==> src/rtl/ex_mem_reg.sv <==
// EX->MEM pipeline boundary: 2-entry elastic buffer (main + skid) with flush,
// store byte-lane preparation and head-entry forwarding. Optional: EXMEM_MISALIGN_CHK_EN.
module ex_mem_reg #(
    parameter int XLEN = 32,
    parameter int RAW  = 5
) (
    input  logic            clk,
    input  logic            rst_n,
    input  logic            flush,
    input  logic            ex_valid,
    output logic            ex_ready,
    input  logic [XLEN-1:0] alu_result,
    input  logic [XLEN-1:0] rs2_data,
    input  logic [RAW-1:0]  rd_addr,
    input  logic            reg_write,
    input  logic            mem_read,
    input  logic            mem_write,
    input  logic [2:0]      mem_funct3,
    output logic            mem_valid,
    input  logic            mem_ready,
    output logic [XLEN-1:0] mem_addr,
    output logic [XLEN-1:0] mem_wdata,
    output logic [3:0]      mem_be,
    output logic [RAW-1:0]  mem_rd,
    output logic            mem_reg_write,
    output logic            mem_rd_en,
    output logic            mem_wr_en,
    output logic [2:0]      mem_f3,
    output logic            fwd_valid,
    output logic [RAW-1:0]  fwd_rd,
    output logic [XLEN-1:0] fwd_data,
    output logic            fwd_is_load
`ifdef EXMEM_MISALIGN_CHK_EN
    ,
    output logic            mem_misalign
`endif
);

    typedef struct packed {
        logic [XLEN-1:0] addr;
        logic [XLEN-1:0] wdata;
        logic [3:0]      be;
        logic [RAW-1:0]  rd;
        logic            rw;
        logic            ld;
        logic            rde;
        logic            wre;
        logic [2:0]      f3;
`ifdef EXMEM_MISALIGN_CHK_EN
        logic            mis;
`endif
    } entry_t;

    entry_t main_q;
    entry_t skid_q;
    entry_t main_d;
    entry_t skid_d;
    entry_t ent_in;

    logic main_valid;
    logic skid_valid;
    logic mv_d;
    logic sv_d;
    logic ready_q;

    logic accept;
    logic pop;

    logic [1:0]      a;
    logic [3:0]      be;
    logic [XLEN-1:0] wd;
`ifdef EXMEM_MISALIGN_CHK_EN
    logic            mis;
`endif

    assign accept = ex_valid & ready_q;
    assign pop    = main_valid & mem_ready;

    // Build the incoming entry: byte lanes and replicated store data
    always_comb begin
        a  = alu_result[1:0];
        be = 4'b0000;
        wd = rs2_data;
        case (mem_funct3)
            3'b000, 3'b100: begin
                be = 4'b0001 << a;
                wd = {4{rs2_data[7:0]}};
            end
            3'b001, 3'b101: begin
                be = a[1] ? 4'b1100 : 4'b0011;
                wd = {2{rs2_data[15:0]}};
            end
            3'b010: begin
                be = 4'b1111;
            end
            default: begin
                be = 4'b0000;
            end
        endcase

`ifdef EXMEM_MISALIGN_CHK_EN
        mis = (mem_read | mem_write)
            & (((mem_funct3[1:0] == 2'b01) & a[0])
             | ((mem_funct3 == 3'b010) & (a != 2'b00)));
`endif

        ent_in       = '0;
        ent_in.addr  = alu_result;
        ent_in.wdata = wd;
        ent_in.rd    = rd_addr;
        ent_in.rw    = reg_write;
        ent_in.ld    = mem_read;
        ent_in.f3    = mem_funct3;
`ifdef EXMEM_MISALIGN_CHK_EN
        ent_in.mis   = mis;
        ent_in.be    = (mem_write & ~mis) ? be : 4'b0000;
        ent_in.wre   = mem_write & ~mis;
        ent_in.rde   = mem_read & ~mis;
`else
        ent_in.be    = mem_write ? be : 4'b0000;
        ent_in.wre   = mem_write;
        ent_in.rde   = mem_read;
`endif
    end

    // Steer captures between main and skid; flush overrides everything
    always_comb begin
        main_d = main_q;
        skid_d = skid_q;
        mv_d   = main_valid;
        sv_d   = skid_valid;
        if (flush) begin
            mv_d = 1'b0;
            sv_d = 1'b0;
        end else if (pop && skid_valid) begin
            main_d = skid_q;
            mv_d   = 1'b1;
            sv_d   = accept;
            if (accept) begin
                skid_d = ent_in;
            end
        end else if (accept && (!main_valid || pop)) begin
            main_d = ent_in;
            mv_d   = 1'b1;
        end else if (accept) begin
            skid_d = ent_in;
            sv_d   = 1'b1;
        end else if (pop) begin
            mv_d = 1'b0;
        end
    end

    // Occupancy and ready are registered so mem_ready never reaches ex_ready
    always_ff @(posedge clk or negedge rst_n) begin
        if (!rst_n) begin
            main_valid <= 1'b0;
            skid_valid <= 1'b0;
            ready_q    <= 1'b1;
        end else begin
            main_valid <= mv_d;
            skid_valid <= sv_d;
            ready_q    <= ~sv_d;
        end
    end

    // Entry payload storage; stale data after flush is harmless
    always_ff @(posedge clk or negedge rst_n) begin
        if (!rst_n) begin
            main_q <= '0;
            skid_q <= '0;
        end else begin
            main_q <= main_d;
            skid_q <= skid_d;
        end
    end

    assign ex_ready      = ready_q;
    assign mem_valid     = main_valid;
    assign mem_addr      = main_q.addr;
    assign mem_wdata     = main_q.wdata;
    assign mem_be        = main_q.be;
    assign mem_rd        = main_q.rd;
    assign mem_reg_write = main_q.rw;
    assign mem_rd_en     = main_q.rde;
    assign mem_wr_en     = main_q.wre;
    assign mem_f3        = main_q.f3;

    assign fwd_valid   = main_valid & main_q.rw & (main_q.rd != '0) & ~main_q.ld;
    assign fwd_rd      = main_q.rd;
    assign fwd_data    = main_q.addr;
    assign fwd_is_load = main_valid & main_q.ld & (main_q.rd != '0);

`ifdef EXMEM_MISALIGN_CHK_EN
    assign mem_misalign = main_q.mis;
`endif

endmodule

==> config.mk <==
export PLATFORM = sky130hd
export DESIGN_NAME = ex_mem_reg
export DESIGN_NICKNAME = d
export VERILOG_FILES = /design/src/rtl/ex_mem_reg.sv
export SDC_FILE = /design/constraint.sdc
export NUM_CORES = 1
export LEC_CHECK = 0
export ABC_AREA = 1
export CORE_AREA = 2 2 173 158
export DETAILED_ROUTE_END_ITERATION = 10
export DIE_AREA = 0 0 175 160
export HOLD_SLACK_MARGIN = 0.05
export REMOVE_ABC_BUFFERS = 1
export SKIP_CTS_REPAIR_TIMING = 1
export SLEW_MARGIN = 20
export SYNTH_ARGS = -nofsm -noshare
export SYNTH_HDL_FRONTEND = slang
export SYNTH_SLANG_ARGS = --single-unit
==> constraint.sdc <==
create_clock -name clk -period 2 [get_ports clk]
set_clock_uncertainty 0.15 [all_clocks]
set_input_delay 0.4 -clock clk [delete_from_list [all_inputs] [get_ports clk]]
set_output_delay 0.4 -clock clk [all_outputs]
set_load 0.01 [all_outputs]
==> metrics, run 1 <==
CP max stage delay 560 ps; crit path max fanout 3; Yosys top cell area share 0.518; met3 GRT Util 0.0495; Critical path origin fwd_data[23]$_DFFE_PN0P_; standard-cell rows 57; Crit Path Class reg -> out; max_slew headroom 0.759; CTS tree done; synthesis-stage register bit count 161; DP Worst Slack -141 ps; met2 global-route usage 0.235; number of enable flip-flop cells after synthesis 0; commonest non-fill, non-tap cells in the layout nand2_1 (426), clkdlybuf4s50_1 (190), dfrtp_1 (159); WP data required 1450 ps; Max H-tree Level 4; Synth async-reset ratio 1.00; Worst R2R End mem_wdata[26]$_DFFE_PN0P_; Via Count 6742; crit path DAT 1390 ps; R2R depth 9; port bufs 199; Setup-failing EPs final 0; share of layout cells above drive strength 1 0.0793; initial core utilization 0.292; Ports 200; GRT Overall Usage 0.153; clock sink count 161; die area 0.0280 mm^2; fin area 0.0108 mm^2; Buf/Inv on CP 1; total CTS buffers 17; unrepaired setup endpoints after global routing yes; Area contributors post-synth dfrtp_1 (52%), nand2_1 (21%), o21ai_0 (8.2%), buf_4 (4.7%), inv_1 (4.3%); Syn Area/Cell 7.75 um^2; dpl hpwl 14.4 mm; CTS max path bufs 2; first-pass GRT wire length 34.2 mm; Worst-Skew Late Latency 430 ps; cell taking the most area after synthesis dfrtp_1; via/cell ratio 4.37; largest net degree at the start of global routing 60; worst reg2reg startpoint ex_ready$_DFF_PN1_; nets 1254; GRT met1 Usage 0.209; antenna violations before repair 3; Core ar. 0.0265 mm^2; Placed Area 0.0101 mm^2; most common cell after layout, fill and taps aside nand2_1; P&R area growth vs syn 40.2%; outcome finished clean; pwr dens 1030 mW/mm^2; Post-Synthesis Cells 997; CP Launch Type flop; fin crit period 1940 ps; Detailed Routing Iterations Pass 1 5; drt drc 0; Synth Flop Type dfrtp_1; Root Driver clkbuf_16; Fin Setup TNS 0 ps; Die Span Y 160 um; LEAKAGE 5.35 nW; cell family contributing the most delay on the critical path buffers and inverters; Slew Viols, Final 0; Final GP Congestion 0.758; Post-Synthesis Cell Area 0.00773 mm^2; Yosys warnings 0; Iteration-0 DRC Markers 274; final period utilization 0.972; Worst VDD drop 502 uV; Worst-path clk slew 70 ps; final hold violations 0; Unique masters post-synth 23; slowest library cell on the worst path clkdlybuf4s50_1; DR WL/cell 13.4 um; Congestion Overflow GR 0; Max-Cap Viols 0; fmax 0.514 GHz; CP endpoint kind output port; Routed Antenna Nets 0; gr busiest metal met2; sequential fraction of the synthesis area 0.522; Min-Delay Path Class in -> async; r2r setup slk 300 ps; Die W 175 um; Fill cells 2633; vias in the first global route 6615; post-route setup slack 55.9 ps; final WL 20.7 mm; critical path, cell by cell clkdlybuf4s50_1; Least-Margin Pin Slew 362 ps
==> area by class of cell <==
type	count	area [um^2]	share of cell area
diodes	2	5.00	0.000462
clock buffers	19	453	0.0418
clock inverters	12	203	0.0187
inverters	92	347	0.0320
multi-input cells	653	2780	0.256
flip-flops and latches	161	4030	0.372
well taps	354	443	0.0409
repair buffers	249	2580	0.238
==> power breakdown <==
part           internal [mW]  total, mW  switching [mW]
combinational           1.57       2.93            1.37
clock                   2.29       3.68            1.39
sequential              4.16       4.60           0.442
total                   8.01       11.2            3.20
==> state kept, by name, indices dropped and copies added, names as in the netlist <==
name	flops
mem_f3	3
fwd_rd	5
mem_reg_write	1
mem_be	4
main_q	1
fwd_data	32
mem_valid	1
skid_q	79
mem_wdata	32
mem_wr_en	1
skid_valid	1
ex_ready	1
==> kinds of logic after synthesis <==
| family | count (synthesis) | synth area share |
|---|---|---|
| AO/OA/AOI/OAI | 167 | 0.111 |
| buffers and inverters | 183 | 0.122 |
| flip-flops | 161 | 0.522 |
| AND/OR/NAND/NOR | 486 | 0.246 |
==> per-stage QoR <==
stage	utilization	hold WS [ps]	total power [mW]	instances
2_1_floorplan	-	-45.6	5.84	906
3_3_place_gp	0.382	178	7.53	1503
3_5_place_dp	0.382	178	7.60	1503
4_1_cts	0.407	-284	11.4	1534
5_1_grt	0.409	302	11.9	1542
6_report	0.409	290	11.2	1542
==> metal layers <==
layer	vias to the layer above	wire length [um]
li1	3423	-
met1	3140	10100
met2	166	9110
met3	13	1220
met4	0	231
met5	-	0
==> how the worst max path moves through the flow <==
| stage | end | slack (ps) | cells after the start |
|---|---|---|---|
| floorplan | main_q[5]$_DFFE_PN0P_ | -2270 | 5 |
| global placement | mem_wdata[23]$_DFFE_PN0P_ | -100 | 7 |
| detailed placement | mem_wdata[14]$_DFFE_PN0P_ | -140 | 7 |
| CTS | fwd_valid | -330 | 5 |
| global route | fwd_valid | -10 | 5 |
| finish | fwd_data[23] | 60 | 1 |
==> synthesized netlist by cell type (3+ instances only) <==
master,instances
buf_4,48
nand4_1,7
o211ai_1,8
buf_6,6
nand2_1,427
inv_1,89
o21ai_0,127
dfrtp_1,160
o21ai_1,28
nor2_1,18
nand3_1,28
buf_2,23
clkbuf_1,14
a21oi_1,3
Power figures use the tool's default switching activity.
==> inputs of run 2 (changes only) <==
==> constraint.sdc (replaced) <==
create_clock -name clk -period 2 [get_ports clk]
set_clock_uncertainty 0.15 [all_clocks]
set_input_delay 0.3 -clock clk [delete_from_list [all_inputs] [get_ports clk]]
set_output_delay 0.3 -clock clk [all_outputs]
set_load 0.01 [all_outputs]
==> run 2 against run 1 <==
Net effect:
- first-iteration DRC count up 22%
- fmax rose by 0.34%
- die area unchanged
- cell count shrank 1.0%
- combinational power about the same
- wire length is 0.20% higher
- register-to-register slack is essentially flat
- largest cell class unchanged
- largest power group unchanged
==> metrics, run 2 (synthesis gave the netlist of run 1 again) <==
commonest non-fill, non-tap cells in the layout nand2_1 (426), clkdlybuf4s50_1 (196), dfrtp_1 (160); initial core utilization 0.292; crit path DAT 1490 ps; slowest library cell on the worst path dfstp_2; final WL 20.7 mm; fmax 0.516 GHz; CP endpoint kind output port; Max H-tree Level 4; max_slew headroom 0.757; drt drc 0; final hold violations 0; Pwr Total 11.0 mW; LEAKAGE 5.22 nW; cell family contributing the most delay on the critical path flip-flops; Root Driver clkbuf_16; first-pass GRT wire length 34.4 mm; share of layout cells above drive strength 1 0.0641; Fin Setup TNS 0 ps; via/cell ratio 4.37; Slew Viols, Final 0; met3 GRT Util 0.0438; CTS tree done; GRT met1 Usage 0.206; Final GP Congestion 0.759; Worst-path clk slew 70 ps; vias in the first global route 6575; outcome finished clean; met2 global-route usage 0.241; die area 0.0280 mm^2; nets 1237; Die Span Y 160 um; Buf/Inv on CP 1; Most flops, register skid_q; Fill cells 2631; P&R area growth vs syn 38.1%; Min-Delay Path Class in -> async; total CTS buffers 17; GRT Overall Usage 0.154; Least-Margin Pin Slew 365 ps; Die W 175 um; Max-Cap Viols 0; Congestion Overflow GR 0; CP Launch Type flop; Via Count 6667; antenna violations before repair 3; DR WL/cell 13.6 um; unrepaired setup endpoints after global routing no; standard-cell rows 57; clock sink count 161; WP depth 1; Worst-Skew Late Latency 420 ps; Core ar. 0.0265 mm^2; Ports 200; dpl hpwl 14.0 mm; pwr dens 1030 mW/mm^2; Crit Path Class reg -> out; Routed Antenna Nets 0; most common cell after layout, fill and taps aside nand2_1; fin crit period 1940 ps; final period utilization 0.969; port bufs 199; Setup-failing EPs final 0; CP max stage delay 530 ps; Detailed Routing Iterations Pass 1 4; critical path, cell by cell clkdlybuf4s50_1; gr busiest metal met2; Iteration-0 DRC Markers 333; WP data required 1550 ps; Worst VDD drop 431 uV; R2R depth 9; largest net degree at the start of global routing 69; crit path max fanout 2; max reg flops 79; CTS max path bufs 2
==> run 2: final cells by class <==
cell class / instances / area, um^2 / share of cell area
sequential: 161 / 4030 / 0.378
tap: 354 / 443 / 0.0415
clock inverter: 11 / 151 / 0.0142
multi-input combinational: 653 / 2780 / 0.260
timing repair buffer: 232 / 2440 / 0.228
antenna: 2 / 5.00 / 0.000469
clock buffer: 21 / 480 / 0.0450
inverter: 92 / 347 / 0.0325
==> run 2: stage by stage <==
step	hold WS (ps)	utilization	std cells	cell area, um^2	setup slack (ps)
after floorplan	-146	-	906	7130	-2270
after global placement	156	0.378	1489	10000	17.1
after detailed placement	150	0.378	1489	10000	10.4
after CTS	-312	0.402	1521	10600	-233
after global routing	287	0.403	1526	10700	3.03
final	277	0.403	1526	10700	62.4
==> run 2: worst paths after layout <==
| check | end | slack (ps) | startpoint |
|---|---|---|---|
| hold / removal | skid_valid$_DFF_PN0_ | 280 | rst_n |
| setup / recovery | ex_ready | 60 | ex_ready$_DFF_PN1_ |
| hold reg to reg | mem_wdata[16]$_DFFE_PN0P_ | 330 | mem_wdata[16]$_DFFE_PN0P_ |
| min in group clk | skid_q[68]$_DFFE_PN0P_ | 300 | alu_result[20] |
| max in group asynchronous | mem_wdata[22]$_DFFE_PN0P_ | 1070 | rst_n |
| setup reg to reg | mem_wdata[14]$_DFFE_PN0P_ | 300 | ex_ready$_DFF_PN1_ |
==> run 2: power breakdown <==
| group | switching [mW] | total (mW) | internal [mW] |
|---|---|---|---|
| registers | 0.449 | 4.60 | 4.16 |
| logic | 1.37 | 2.92 | 1.55 |
| clock network | 1.39 | 3.50 | 2.11 |
==> run 2: worst register-to-register path, stage by stage (launching register included) <==
cell and delay [ps]:
dfstp_2 530, nand2_1 90, inv_1 90, nand2_1 70, nand2_1 100, nand2_4 80
inv_2 130, buf_12 220, nand3_1 110, nand2_1 60
==> run 2: per-layer routing <==
metal  up-vias  wire, um  share of wire
li1       3391         -              -
met1      3075      9900           0.48
met2       179      9080           0.44
met3        22      1410          0.068
met4         0       306          0.015
met5         -         0              0
==> inputs of run 3 (changes only) <==
==> constraint.sdc (replaced) <==
create_clock -name clk -period 2 [get_ports clk]
set_clock_uncertainty 0.15 [all_clocks]
set_input_delay 0.4 -clock clk [delete_from_list [all_inputs] [get_ports clk]]
set_output_delay 0.4 -clock clk [all_outputs]
set_load 0.01 [all_outputs]
==> results of run 3 <==
The final DEF is identical to that of run 1; final timing and power are the same.
